$ cat src/rtl/nn_pkg.sv
// Shared types and defaults for the activation buffer slice.
package nn_pkg;

  localparam int DATA_W_DEF = 16;
  localparam int MAX_N_DEF  = 32;
  localparam int CNT_W      = 6;

  typedef logic [CNT_W-1:0] cnt_t;

  typedef enum logic [1:0] {
    ST_IDLE,
    ST_LOAD,
    ST_RUN,
    ST_DONE
  } act_buf_state_t;

  // Clamp a requested element count to the bank depth.
  function automatic cnt_t cnt_min(input cnt_t a, input cnt_t b);
    return (a < b) ? a : b;
  endfunction

endpackage

$ cat src/rtl/act_bank.sv
// One activation bank: register file, synchronous write, asynchronous read.
// Contents are deliberately not reset; readers gate the output by length.
module act_bank #(
  parameter int DATA_W = 16,
  parameter int DEPTH  = 32,
  parameter int AW     = 5
) (
  input  logic              clk,
  input  logic              we,
  input  logic [AW-1:0]     waddr,
  input  logic [DATA_W-1:0] wdata,
  input  logic [AW-1:0]     raddr,
  output logic [DATA_W-1:0] rdata
);

  logic [DATA_W-1:0] mem [DEPTH];

  // Capture one word per enabled edge.
  always_ff @(posedge clk) begin
    if (we) mem[waddr] <= wdata;
  end

  assign rdata = mem[raddr];

endmodule

$ cat src/rtl/layer_act_buffer.sv
// Ping-pong activation buffer: loads the external input vector into bank 0,
// streams the read bank to the neuron datapath, captures results into the
// other bank, and swaps banks between layers.
//
//   state   | meaning
//   --------+---------------------------------------------------------
//   IDLE    | after reset, nothing loaded, waiting for load_start
//   LOAD    | accepting the external vector into bank 0 (ext_ready=1)
//   RUN     | streaming read bank, capturing results into write bank
//   DONE    | final results exposed for readout, done=1
module layer_act_buffer
  import nn_pkg::*;
#(
  parameter int DATA_W = DATA_W_DEF,
  parameter int MAX_N  = MAX_N_DEF
) (
  input  logic              clk,
  input  logic              rst_n,
  input  logic              load_start,
  input  logic [5:0]        layer_len,
  input  logic [DATA_W-1:0] ext_data,
  input  logic              ext_valid,
  output logic              ext_ready,
  input  logic              output_shft_en,
  input  logic              output_wr_en,
  input  logic [DATA_W-1:0] wr_data,
  input  logic              output_sel,
  input  logic              layer_swap,
  input  logic              tot_complete,
  output logic [DATA_W-1:0] rd_data,
  output logic              rd_last,
  output logic              rd_empty,
  output logic              done,
  output logic              ovf_err
);

  localparam int   AW    = (MAX_N > 1) ? $clog2(MAX_N) : 1;
  localparam cnt_t MAX_C = cnt_t'(MAX_N);

  act_buf_state_t state;
  logic           rd_bank;
  logic           wr_bank;
  cnt_t           rd_ptr;
  cnt_t           wr_ptr;
  cnt_t           rd_len;
  cnt_t           load_len;

  logic              load_hs;
  logic              wr_ok;
  cnt_t              wr_next;
  logic              rd_wrap;
  cnt_t              rd_adv;
  logic              we0;
  logic              we1;
  logic [DATA_W-1:0] wdata0;
  logic [DATA_W-1:0] rdata0;
  logic [DATA_W-1:0] rdata1;

  assign wr_bank = ~rd_bank;
  assign load_hs = ext_ready & ext_valid;

  // Pointer arithmetic shared by the FSM and the bank ports; a write that
  // coincides with a swap lands first, so the new read length includes it.
  always_comb begin
    wr_ok   = (state == ST_RUN) && output_wr_en && (wr_ptr < MAX_C);
    wr_next = wr_ok ? (wr_ptr + cnt_t'(1)) : wr_ptr;
    rd_wrap = (rd_ptr == (rd_len - cnt_t'(1)));
    if (rd_len == '0)  rd_adv = rd_ptr;
    else if (rd_wrap)  rd_adv = '0;
    else               rd_adv = rd_ptr + cnt_t'(1);
  end

  // Bank port steering: bank 0 takes the external vector during LOAD.
  always_comb begin
    we0    = load_hs || (wr_ok && !wr_bank);
    we1    = wr_ok && wr_bank;
    wdata0 = load_hs ? ext_data : wr_data;
  end

  act_bank #(.DATA_W(DATA_W), .DEPTH(MAX_N), .AW(AW)) u_bank0 (
    .clk   (clk),
    .we    (we0),
    .waddr (wr_ptr[AW-1:0]),
    .wdata (wdata0),
    .raddr (rd_ptr[AW-1:0]),
    .rdata (rdata0)
  );

  act_bank #(.DATA_W(DATA_W), .DEPTH(MAX_N), .AW(AW)) u_bank1 (
    .clk   (clk),
    .we    (we1),
    .waddr (wr_ptr[AW-1:0]),
    .wdata (wr_data),
    .raddr (rd_ptr[AW-1:0]),
    .rdata (rdata1)
  );

  assign rd_empty = (rd_len == '0);
  assign rd_last  = !rd_empty && rd_wrap;
  assign rd_data  = rd_empty ? '0 : (rd_bank ? rdata1 : rdata0);

  // Sequencing FSM with all control registers and flags.
  always_ff @(posedge clk or negedge rst_n) begin
    if (!rst_n) begin
      state     <= ST_IDLE;
      rd_bank   <= 1'b0;
      rd_ptr    <= '0;
      wr_ptr    <= '0;
      rd_len    <= '0;
      load_len  <= '0;
      ovf_err   <= 1'b0;
      done      <= 1'b0;
      ext_ready <= 1'b0;
    end else begin
      case (state)
        ST_IDLE, ST_DONE: begin
          if (output_shft_en) rd_ptr <= rd_adv;
          if (load_start && (layer_len != '0)) begin
            state     <= ST_LOAD;
            load_len  <= cnt_min(layer_len, MAX_C);
            wr_ptr    <= '0;
            ovf_err   <= 1'b0;
            done      <= 1'b0;
            ext_ready <= 1'b1;
          end
        end
        ST_LOAD: begin
          if (load_hs) begin
            if (wr_ptr == (load_len - cnt_t'(1))) begin
              state     <= ST_RUN;
              ext_ready <= 1'b0;
              rd_bank   <= 1'b0;
              rd_len    <= load_len;
              rd_ptr    <= '0;
              wr_ptr    <= '0;
            end else begin
              wr_ptr <= wr_ptr + cnt_t'(1);
            end
          end
        end
        ST_RUN: begin
          if (output_wr_en && !wr_ok) ovf_err <= 1'b1;
          if (tot_complete || layer_swap) begin
            rd_ptr <= '0;
            wr_ptr <= '0;
            if (tot_complete || output_sel) begin
              rd_bank <= ~rd_bank;
              rd_len  <= wr_next;
            end
            if (tot_complete) begin
              state <= ST_DONE;
              done  <= 1'b1;
            end
          end else begin
            wr_ptr <= wr_next;
            if (output_shft_en) rd_ptr <= rd_adv;
          end
        end
        default: state <= ST_IDLE;
      endcase
    end
  end

endmodule

$ cat config.mk
export PLATFORM = sky130hd
export DESIGN_NAME = layer_act_buffer
export DESIGN_NICKNAME = d
export VERILOG_FILES = /design/src/rtl/nn_pkg.sv /design/src/rtl/act_bank.sv /design/src/rtl/layer_act_buffer.sv
export SDC_FILE = /design/constraint.sdc
export NUM_CORES = 1
export LEC_CHECK = 0
export CORE_ASPECT_RATIO = 1.75
export CORE_MARGIN = 5
export CORE_UTILIZATION = 50
export DETAILED_ROUTE_END_ITERATION = 10
export PLACE_DENSITY_LB_ADDON = 0.25
export SYNTH_ARGS = -nofsm -noshare
export SYNTH_HDL_FRONTEND = slang
export SYNTH_HIERARCHICAL = 1
export SYNTH_SLANG_ARGS = --single-unit
$ cat constraint.sdc
create_clock -name clk -period 4.65 [get_ports clk]
set_input_delay 0.93 -clock clk [delete_from_list [all_inputs] [get_ports clk]]
set_output_delay 0.93 -clock clk [all_outputs]
set_load 0.1 [all_outputs]
Yosys cells after proc, flatten, opt, wreduce, memory -nomap -nowiden
Memory sizes are Yosys's and may differ from the RTL's.
Index checks and enable logic that the tools add are counted.
- input port bits: 47
- register bits after elaboration: 30
- logic and storage cells: 103
- RAM bits: 1024
- output and inout bits: 21
- memories kept: 2
- memory list (name ; depth ; bits a word ; read ports ; clocked after memory_dff ; write ports ; line ; RTL):
    u_bank0.mem ; 32 ; 16 ; 1 ; 0 ; 1 ; act_bank.sv:16 ; logic [DATA_W-1:0] mem [DEPTH];
    u_bank1.mem ; 32 ; 16 ; 1 ; 0 ; 1 ; act_bank.sv:16 ;
- equality and inequality tests: 12
- bitwise gates (word level): 2
- magnitude comparators: 2
- add/subtract/negate cells: 4
- reduce and logical (&&, ||, !) cells: 27
- multiplexer cells: 45
- operators by type and width (cell ; count):
    6-bit 2-to-1 mux ; 16
    16-bit 2-to-1 mux ; 3
    6-bit one-hot mux with 3 select lines ; 2
    1-bit 2-to-1 mux ; 13
    6-bit by 1-bit adder with 6-bit output, second input constant ; 2
    6-bit equality test ; 2
    6-bit less-than comparator, second input constant ; 2
    6-bit one-hot mux with 2 select lines ; 1
    6-bit by 1-bit subtractor with 6-bit output, second input constant ; 2
    2-bit 2-to-1 mux ; 5
    5-bit AND reduction ; 2
    2-bit != test, second input constant ; 4
    1-bit one-hot mux with 2 select lines ; 4
    4-bit AND reduction ; 2
    1-bit logical AND ; 7
    6-bit logical NOT ; 1
    2-bit by 1-bit != test with 1-bit output, second input constant ; 3
    2-bit one-hot mux with 3 select lines ; 1
    2-bit AND reduction ; 3
    2-bit nonzero test ; 3
    6-bit nonzero test ; 1
    2-bit equality test, second input constant ; 2
    1-bit logical OR ; 3
    3-bit AND reduction ; 1
    other kinds (6) ; 7

Depth between registers and ports, before layout
- depth after elaboration: 7
- mapped depth: 10
- gate-level depth less buffers: 9

Hierarchy
The synthesis kept the hierarchy.
- modules (own cells, without submodules) (module ; cells each ; seq. area each (µm²) ; times used ; area an instance (µm²)):
    act_bank (u_bank1) ; 1127 ; 15374.7 ; 1 ; 20215.6
    act_bank (u_bank0) ; 1127 ; 15374.7 ; 1 ; 20214.4
    layer_act_buffer ; 290 ; 750.7 ; 1 ; 2448.6

Worst setup path after synthesis
OpenSTA, ideal clock, no wires.
- path type: register -> output
- start: register rd_len[0]
- end: output port rd_data[10]
- setup slack: 0.669 ns
- required time: 3.720 ns
- data arrival time: 3.051 ns
- cell stages (with the launch flop): 7
- buffers on the path: 2
- cells stage by stage: dfrtp_1 inv_1 ha_1 nor4bb_1 clkbuf_1 clkbuf_1 nor2_1
- word-level cells in the longest chain between the ends: 2
- ends and longest elaborated chain (item ; line ; RTL):
    start: declaration ; layer_act_buffer.sv:45 ; cnt_t rd_len;
    start signal: assignment ; layer_act_buffer.sv:133 ; rd_len <= load_len;
    start signal: assignment ; layer_act_buffer.sv:148 ; rd_len <= wr_next;
    6-bit logical NOT ; layer_act_buffer.sv:98 ; assign rd_empty = (rd_len == '0);
    via rd_empty ; layer_act_buffer.sv:32 ; output logic rd_empty,
    16-bit 2-to-1 mux ; layer_act_buffer.sv:100 ; assign rd_data = rd_empty ? '0 : (rd_bank ? rdata1 : rdata0);
    end: declaration ; layer_act_buffer.sv:30 ; output logic [DATA_W-1:0] rd_data,
The timed path passes the listed nets, and every way through them passes these cells.

Final worst setup path
- start: register rd_ptr[2]
- end: output port rd_data[9]
- word-level cells in the longest chain between the ends: 3
- elaborated cells between the ends (all ways): 4
- those cells by class: mux: 2; memory: 2
- ends and longest elaborated chain (item ; line ; RTL):
    start: declaration ; layer_act_buffer.sv:43 ; cnt_t rd_ptr;
    start signal: assignment ; layer_act_buffer.sv:117 ; if (output_shft_en) rd_ptr <= rd_adv;
    start signal: assignment ; layer_act_buffer.sv:156 ; if (output_shft_en) rd_ptr <= rd_adv;
    memory 32 x 16 bit ; -- ;
    via rdata0[9] ; layer_act_buffer.sv:56 ; logic [DATA_W-1:0] rdata0;
    16-bit 2-to-1 mux (2 in series) ; layer_act_buffer.sv:100 ;
The timed path passes the listed nets, and every way through them passes these cells.

==> impl_metrics.csv <==
group,metric,value,unit
clock_tree,cts.clk_slew.worst_paths,0.06,ns
clock_tree,clock-root-buffer,"clkbuf_16",
synth,synth_cell_types,53,
power_and_ir_drop,ir_drop,1120,µV
routing,drtAntennaViolNets,0,
timing,tightest_slew,1.12,ns
synth,syn_nets,2598,
power_and_ir_drop,p_leak,15.9,nW
finish,fin_util,56.6,%
worst_setup_path,critPathLaunch,"rd_ptr[2]",
hold_path,hold_class,"reg -> reg",
placement,gp_congestion,0.958,
clock_tree,clk_path_buf_depth,3,
worst_setup_path,cp_data_arrival_time,3.63,ns
power_and_ir_drop,clkPwrFrac,27.4,%
synth,yosys.area.top_type_share,71.7,%
worst_setup_path,critPathCapture,"rd_data[9]",
worst_setup_path,endpoint_kind,"output pin",
routing,totalWireLength,113000,µm
synth,yosysMostFrequentCell,"edfxtp_1",
worst_setup_path,regToRegEndpoint,"u_bank0/mem[26][12]",
floorplan,rows,142,
floorplan,start_util,50.2,%
grt,grt_start_max_net_pins,65,
placement,port_buffers,67,
power_and_ir_drop,power.switching,9.19,mW
finish,drive_above_1_share,12.8,%
grt,track_usage,24.3,%
routing,highest_layer,"met4",
grt,grt_pass1_vias,24058,
clock_tree,cts_buffers,89,
routing,dr_wl_met3,6200,µm
routing,drt_iter0_markers,2236,
floorplan,ios,68,
power_and_ir_drop,sequentialPowerShare,40.4,%
worst_setup_path,critPathKind,"reg -> out",
outcome,outcome,"completed",
power_and_ir_drop,p_total,27.4,mW
flow_run,max_cap_violations,0,
synth,synth_edf_count,1024,
timing,fmax,219,MHz
worst_setup_path,ff2ff_path_depth,8,
routing,routed_via_density,6.03,
timing,fin_crit_sh,98.2,%
clock_tree,clk_latency,0.68,ns
grt,grt_remaining_overflow,0,
worst_setup_path,critPathLaunchType,"register",
routing,met2_wirelength,59400,µm
synth,ys_ff_latch,1054,
finish,nFillCells,6471,
synth,synth_area_leaders,"edfxtp_1, mux2i_1, a22oi_1",
synth,syn-cell-area,42900,µm²
synth,ys_seq_area_share,73.5,%
finish,finalNetCount,2782,
timing,holdWs,0.517,ns
synth,ys_warn_count,6,
routing,via_count,23811,
timing,rsz0062_at_grt,"no",
power_and_ir_drop,power_density,565,nW/µm²
clock_tree,htreeDepth,3,
synth,synthTopCellsByCount,"edfxtp_1, mux2i_1, a22oi_1",
synth,synth-async-reset-ratio,2.85,%
synth,synth_area_leader_cell,"edfxtp_1",
grt,grt_pass1_wl,163000,µm
power_and_ir_drop,intPower,18.2,mW
synth,syn_avg_cell_area,16.9,µm²
timing,maxSlewHeadroom,25.4,%
routing,dr.pass1.iters,8,
hold_path,hp-start,"state[1]",
timing,finalMaxSlewViolations,0,
timing,skew,0.0260,ns
timing,period_minus_slack,4.56,ns
worst_setup_path,r2r_start,"state[0]",
clock_tree,cts_tree,"built",
worst_setup_path,rrSetupSlack,1.35,ns
routing,post-route-drc-count,0,
timing,setup_viol,0,
power_and_ir_drop,switching_share,33.6,%
clock_tree,cts.sinks,1054,
worst_setup_path,required,3.72,ns
placement,dp_hpwl,74200,µm
floorplan,design.die.area,91900,µm²
worst_setup_path,path_max_fanout,41,
floorplan,coreArea,85500,µm²
floorplan,die_h,397,µm
synth,postSynthCellCount,2544,
synth,ys_dominant_reg_cell,"edfxtp_1",
routing,m1WireLength,39100,µm
power_and_ir_drop,combPwrFrac,32.2,%
floorplan,die_x,231,µm
timing,finalHoldViolCount,0,
finish,flow.area_growth_from_synthesis,12.9,%
timing,setup_tns,0,ns
grt,antenna_found_initial,1,
routing,wire_per_inst,28.6,µm
==> sequential cells by signal, summed over array words and instances (netlist names) <==
register,flops
u_bank0/mem,512
u_bank1/mem,512
load_len,6
rd_len,6
rd_ptr,6
wr_ptr,6
state,2
done,1
ext_ready,1
ovf_err,1
rd_bank,1
==> power by group through the flow <==
stage	combinational [mW]	sequential, mW	clock, mW
floorplan	6.00	11.2	0
global placement	8.59	11.2	0
detailed placement	8.66	11.3	0
CTS	8.72	11.1	7.62
global route	9.18	11.1	7.99
finish	8.81	11.1	7.49
==> how the worst min path moves through the flow <==
stage	end	slack [ns]	depth (start not counted)
2_1_floorplan	state[1]	0.47	2
3_3_place_gp	state[1]	0.49	2
3_5_place_dp	state[1]	0.51	2
4_1_cts	state[1]	0.52	2
5_1_grt	state[1]	0.58	2
6_report	state[1]	0.52	2
==> critical path: stages, from the launching register on <==
cell and delay [ns]:
dfrtp_2 0.68, buf_4 0.32, and2_2 0.21, buf_6 0.33, a22o_1 0.31, nor3_1 0.11, a31oi_1 0.19, nand3_1 0.20
mux2i_1 0.27, nor2_1 0.11, buf_12 0.18
==> cells by family after synthesis <==
group	count (synthesis)	share of synthesized area (%)
flops	1054	73.5
mux	551	12.9
simple gates	406	4.62
compound gates	356	5.78
buf+inv	155	2.70
xor+xnor	15	0.306
fa+ha+maj	7	0.204
==> layout make-up <==
type	instances	area, µm²	area share [%]
flip-flops and latches	1054	31500	65.1
multi-input cells	1339	10300	21.3
clock buffers	111	2420	4.99
repair buffers	233	2230	4.60
well taps	1152	1440	2.98
clock inverters	50	477	0.985
inverters	11	41.3	0.0853
diodes	1	2.50	0.00517
==> layout by cell type (no fill, tap or decap), types with 10 or more instances in the layout <==
| cell type | count |
|---|---|
| o21ai_0 | 22 |
| nor2_1 | 101 |
| xnor2_1 | 13 |
| nor3_1 | 37 |
| nand3_1 | 73 |
| nand2b_1 | 14 |
| mux2_2 | 22 |
| dfrtp_1 | 27 |
| clkbuf_1 | 17 |
| clkdlybuf4s50_1 | 49 |
| a22oi_1 | 128 |
| edfxtp_1 | 1024 |
| nand3b_1 | 10 |
| nand4_1 | 36 |
| nand2_1 | 93 |
| mux2i_1 | 529 |
| buf_12 | 28 |
| clkinv_1 | 21 |
| or3_1 | 10 |
| clkbuf_16 | 94 |
| clkinv_2 | 13 |
| a21oi_1 | 81 |
| a31oi_1 | 36 |
| a22o_1 | 65 |
| buf_4 | 155 |
| inv_1 | 11 |
==> per-stage QoR <==
stage | setup slack [ns] | instances | cell area, µm²
CTS | 0.00255 | 3947 | 48400
detailed placement | 0.597 | 3782 | 45400
floorplan | 0.669 | 2544 | 42900
global route | 0.0232 | 3950 | 48400
global placement | 0.639 | 3782 | 45400
finish | 0.0857 | 3951 | 48400
==> layer usage <==
metal	track usage, %	vias up
li1	-	10412
met1	27.4	12121
met2	43.4	983
met3	3.11	295
met4	15.3	0
met5	0	-
==> timing repair <==
item	in CTS	in global routing
hold buffers	0	0
resized for setup	4	0
setup endpoints to repair	12	1
gates cloned	4	0
pin swaps	2	0
setup buffers	0	3
Note: power is estimated with default switching activity, not from simulation.
